===== config.mk =====
export PLATFORM = sky130hd
export DESIGN_NAME = clk_freq_meter
export DESIGN_NICKNAME = d
export VERILOG_FILES = /design/src/rtl/clk_freq_meter.sv
export SDC_FILE = /design/constraint.sdc
export NUM_CORES = 1
export LEC_CHECK = 0
export CORE_MARGIN = 2
export CORE_UTILIZATION = 53
export DETAILED_ROUTE_END_ITERATION = 8
export GPL_TIMING_DRIVEN = 0
export PLACE_DENSITY = 0.81
export REMOVE_ABC_BUFFERS = 1
export SETUP_SLACK_MARGIN = 0.05
export SLEW_MARGIN = 5
export SYNTH_ARGS = -nofsm -noshare
export SYNTH_HDL_FRONTEND = slang
export SYNTH_SLANG_ARGS = --single-unit

===== constraint.sdc =====
create_clock -name clk -period 4.02 [get_ports clk]
set_clock_uncertainty 0.2 [all_clocks]
set_input_delay 0.804 -clock clk [delete_from_list [all_inputs] [get_ports clk]]
set_output_delay 0.804 -clock clk [all_outputs]
set_load 0.05 [all_outputs]

===== src/rtl/clk_freq_meter.sv =====
// Counts rising edges of an asynchronous clock-like input over a fixed gate
// window of clk cycles, range-checks each count and declares lock after
// LOCK_N consecutive in-range windows.
module clk_freq_meter #(
  parameter int GATE_CYCLES = 1000,
  parameter int CW          = 16,
  parameter int LOCK_N      = 4
) (
  input  logic          clk,
  input  logic          rst,
  input  logic          en,
  input  logic          sig_in,
  input  logic [CW-1:0] lo_lim,
  input  logic [CW-1:0] hi_lim,
  output logic [CW-1:0] count,
  output logic          count_valid,
  output logic          in_range,
  output logic          locked
);

  localparam int GW = (GATE_CYCLES > 1) ? $clog2(GATE_CYCLES) : 1;
  localparam int NW = $clog2(LOCK_N + 1);
  localparam logic [GW-1:0] G_LAST   = GW'(GATE_CYCLES - 1);
  localparam logic [CW-1:0] C_MAX    = '1;
  localparam logic [NW-1:0] GOOD_MAX = NW'(LOCK_N);

  typedef enum logic {UNLOCKED, LOCKED} lock_t;

  logic          s1, s2, s3, edge_q;
  logic [GW-1:0] gcnt;
  logic [CW-1:0] acc, acc_sum;
  logic          term, sum_in_range;
  logic [NW-1:0] good, good_next, good_inc;
  lock_t         state, state_next;

  // Synchronizer plus delay stage; the edge pulse is registered so it is
  // glitch-free and lands three clk cycles after the input rises.
  // NOTE: sequential state uses non-blocking assignments so every register
  // samples pre-edge values, independent of statement order.
  always_ff @(posedge clk) begin
    if (rst) begin
      s1     <= 1'b0;
      s2     <= 1'b0;
      s3     <= 1'b0;
      edge_q <= 1'b0;
    end else begin
      s1     <= sig_in;
      s2     <= s1;
      s3     <= s2;
      edge_q <= s2 & ~s3;
    end
  end

  // The terminal-cycle edge belongs to the closing window, so the reported
  // count is the accumulator plus the current edge, saturated.
  // NOTE: every signal driven here gets a value first, so no latch is inferred.
  always_comb begin
    acc_sum      = (edge_q && (acc != C_MAX)) ? acc + CW'(1) : acc;
    term         = en && (gcnt == G_LAST);
    sum_in_range = (lo_lim <= acc_sum) && (acc_sum <= hi_lim);
  end

  always_ff @(posedge clk) begin
    if (rst || !en) begin
      gcnt <= '0;
      acc  <= '0;
    end else if (term) begin
      gcnt <= '0;
      acc  <= '0;
    end else begin
      gcnt <= gcnt + GW'(1);
      acc  <= acc_sum;
    end
  end

  always_ff @(posedge clk) begin
    if (rst) begin
      count       <= '0;
      count_valid <= 1'b0;
      in_range    <= 1'b0;
    end else begin
      count_valid <= term;
      if (term) begin
        count    <= acc_sum;
        in_range <= sum_in_range;
      end
    end
  end

  always_ff @(posedge clk) begin
    if (rst) begin
      state <= UNLOCKED;
      good  <= '0;
    end else begin
      state <= state_next;
      good  <= good_next;
    end
  end

  // A bad window drops lock together with its strobe; a good one moves the
  // run length towards LOCK_N and locks when it gets there.
  always_comb begin
    state_next = state;
    good_next  = good;
    good_inc   = (good == GOOD_MAX) ? good : good + NW'(1);
    if (!en) begin
      state_next = UNLOCKED;
      good_next  = '0;
    end else if (term) begin
      if (sum_in_range) begin
        good_next = good_inc;
        unique case (state)
          UNLOCKED: if (good_inc == GOOD_MAX) state_next = LOCKED;
          LOCKED:   state_next = LOCKED;
          default:  state_next = UNLOCKED;
        endcase
      end else begin
        good_next  = '0;
        state_next = UNLOCKED;
      end
    end
  end

  assign locked = (state == LOCKED);

endmodule


==> flow_summary.ini <==
[status]
status = finished, final reports clean

[routing]
wl_mm = 7.05
route.vias.total = 2739
drc = 0
ant_nets = 0
routedWlPerCell_um = 14.2
first_iter_violations = 104
vias_per_cell = 5.50
firstDrtPassIters = 7

[layout]
drive_above_1_share = 0.127
diodes = 0
syn2layout_area_growth_pct = 29.3
nNetsFinal = 495
fillCellCount = 407

[die]
dieArea_um2 = 6330
coreArea_um2 = 5510
io_pins = 55
num_rows = 27
start_util = 0.549
die_w_um = 79.5
fp.dieH_um = 79.5

[logic_synthesis]
ys_seq_elements = 52
ys_warn_count = 0
synth_cell_types = 45
ys_seq_area_frac = 0.344
syn_area_um2 = 3020
synth-main-ff-cell = dfxtp_1
syn_inst = 362
syn_avg_cell_area_um2 = 8.35
synth_top_area_share = 0.344
ys_top_cells_by_area = dfxtp_1 (34%), ha_1 (14%), nor2_1 (7.2%)
async_reset_ff_frac = 0
synth-edff-count = 0
yosysMostFrequentCell = nor2_1
netlist.top_cell.by_area = dfxtp_1
synthTopCellsByCount = nor2_1 (58), dfxtp_1 (52), inv_1 (36)

[critical_path]
arrival_ps = 3880
slowest_stage = or4_4
cp-startpoint = acc[10]
r2r-start = acc[10]
endpoint_kind = flop
critPathTopFamily = simple AND/OR/NAND/NOR gates
path_cells = nand4_4, or4_4, o21ai_4, nor4_2, nand3_1, xor2_2, inv_1, ha_1, a211oi_2, nor2_1, or3_1, or4_1, o2111ai_2, a21oi_1, nor3_1
r2r_cells = 15
worst_ep_required_time_ps = 4060
cp_max_fo = 5
cp_num_buf_inv = 1
slowest_delay_ps = 580
crit_type = flop to flop
startpoint_type = flop
cp.depth = 15

[worst_hold_path]
hold_path.class = flop to flop
holdPathStages = 1
min_from = s3

[global_routing]
grt-ovfl-total = 0
grt_max_degree = 31
grt_use_total = 0.220
antenna_found_initial = 0
first_global_vias = 2508
grt_pass1_wl_mm = 10.9

[clocking]
hold_buffers = 0
clkTransAtPathRegs_ps = 100
cts_tree = yes
cts_made_buffers = 5
clockBufferDepth = 2
clock-root-buffer = clkbuf_8
clkLatencyLatePin_ps = 310
clock_sinks = 52
htree_levels = 2

[power]
leakage_nw = 1.58
powerDensity_nw_per_um2 = 231
ir_drop_uv = 168

[timing]
min_period_ps = 3840
finalCritPeriodShare = 0.956
finalSetupViolCount = 0
slew_violations = 0
max_freq_mhz = 260
hold_violations = 0
layout_setup_ws_ps = 179
maxSlewHeadroom = 0.281
worst-slew-pin-transition_ps = 1080
holdWs_ps = 192
grt_setup_unrepaired = true

[run]
drv_cap = 0

[placed_design]
dpl.hpwl_mm = 5.09
port_buffers = 54
place_congestion = 0.829
post-place-ws_ps = -80.6
## kinds of logic (layout without fill, tap and decap cells)
family | after synthesis | after routing | synth area share
AND/OR/NAND/NOR | 147 | 147 | 0.243
AO/OA/AOI/OAI | 60 | 60 | 0.138
flip-flops | 52 | 52 | 0.344
buffers and inverters | 45 | 109 | 0.0583
adder cells (fa/ha/maj) | 34 | 34 | 0.141
XOR/XNOR | 22 | 22 | 0.0687
multiplexers | 2 | 2 | 0.00703
## path summary, 6_finish.rpt
kind,end,slack (ps)
setup / recovery,good[2],180
hold / removal,edge_q,190
setup reg to reg,good[2],180
hold reg to reg,edge_q,190
## through the flow
step	power, W	std cells	util	TNS, ps	cell area [um^2]
2_1_floorplan	0.000570	353	-	0	2980
3_3_place_gp	0.000619	479	0.656	-152	3610
3_5_place_dp	0.000621	479	0.656	-207	3610
4_1_cts	0.000918	488	0.679	0	3740
5_1_grt	0.000947	498	0.710	-96.4	3910
6_report	0.000905	498	0.710	0	3910
## worst reg2reg max path: stages (launching register included)
cell and delay (ps):
dfxtp_4 380, nand4_4 120, or4_4 580, o21ai_4 240, nor4_2 110, nand3_1 130, xor2_2 170, inv_1 60
ha_1 300, a211oi_2 230, nor2_1 80, or3_1 320, or4_1 430, o2111ai_2 120, a21oi_1 120, nor3_1 170
## cell type report
cell class,instances,area [um^2],area share
multi-input combinational,265,1910,0.489
tap,72,90.1,0.0230
timing repair buffer,65,623,0.159
inverter,36,135,0.0345
sequential,52,1060,0.272
clock inverter,2,16.3,0.00416
clock buffer,6,72.6,0.0186
## power breakdown
part	internal, W	switching (W)
clock network	0.000124	0.000171
registers	0.000514	0.00000168
logic	0.0000515	0.0000419
total	0.000690	0.000215
## state kept, by name, summed over array words and instances (netlist names)
| register | cells |
|---|---|
| good | 3 |
| in_range | 1 |
| acc | 16 |
| s3 | 1 |
| locked | 1 |
| gcnt | 10 |
| s1 | 1 |
| count_valid | 1 |
| count | 16 |
| edge_q | 1 |
| s2 | 1 |
## what timing repair did
item,4_1_cts,5_1_grt
buffers inserted,1,10
gates resized for setup,6,24
endpoints found under the setup margin,5,5
pin swaps,1,7
## layout by cell type (no fill, tap or decap), types with 3 or more instances in the layout
cell,netlist,layout
xnor2_2,2,5
and2_1,3,3
a211oi_1,17,16
inv_1,36,36
or3_1,6,5
dfxtp_1,52,43
buf_4,0,11
nand4_1,13,13
a21oi_1,16,16
clkdlybuf4s50_1,0,54
xor2_2,0,5
nand2_1,21,21
ha_1,34,34
clkbuf_8,0,5
nor2_1,58,57
nor2b_1,7,7
nor4_1,4,3
xnor2_1,6,3
nor3_1,3,3
o21a_1,3,3
dfxtp_4,0,4
o211ai_1,3,3
dfxtp_2,0,5
nand3_1,15,15
o21ai_0,7,6
xor2_1,14,9
and3_1,5,5
## routing by layer
metal  global-route usage  vias to the layer above  wire [um]
met4               0.0690                        0        108
met3               0.0498                       11        359
met2                0.393                       79       3480
met5                    0                        -          0
met1                0.258                     1261       3100
li1                     -                     1388          -
Power figures use the tool's default switching activity.
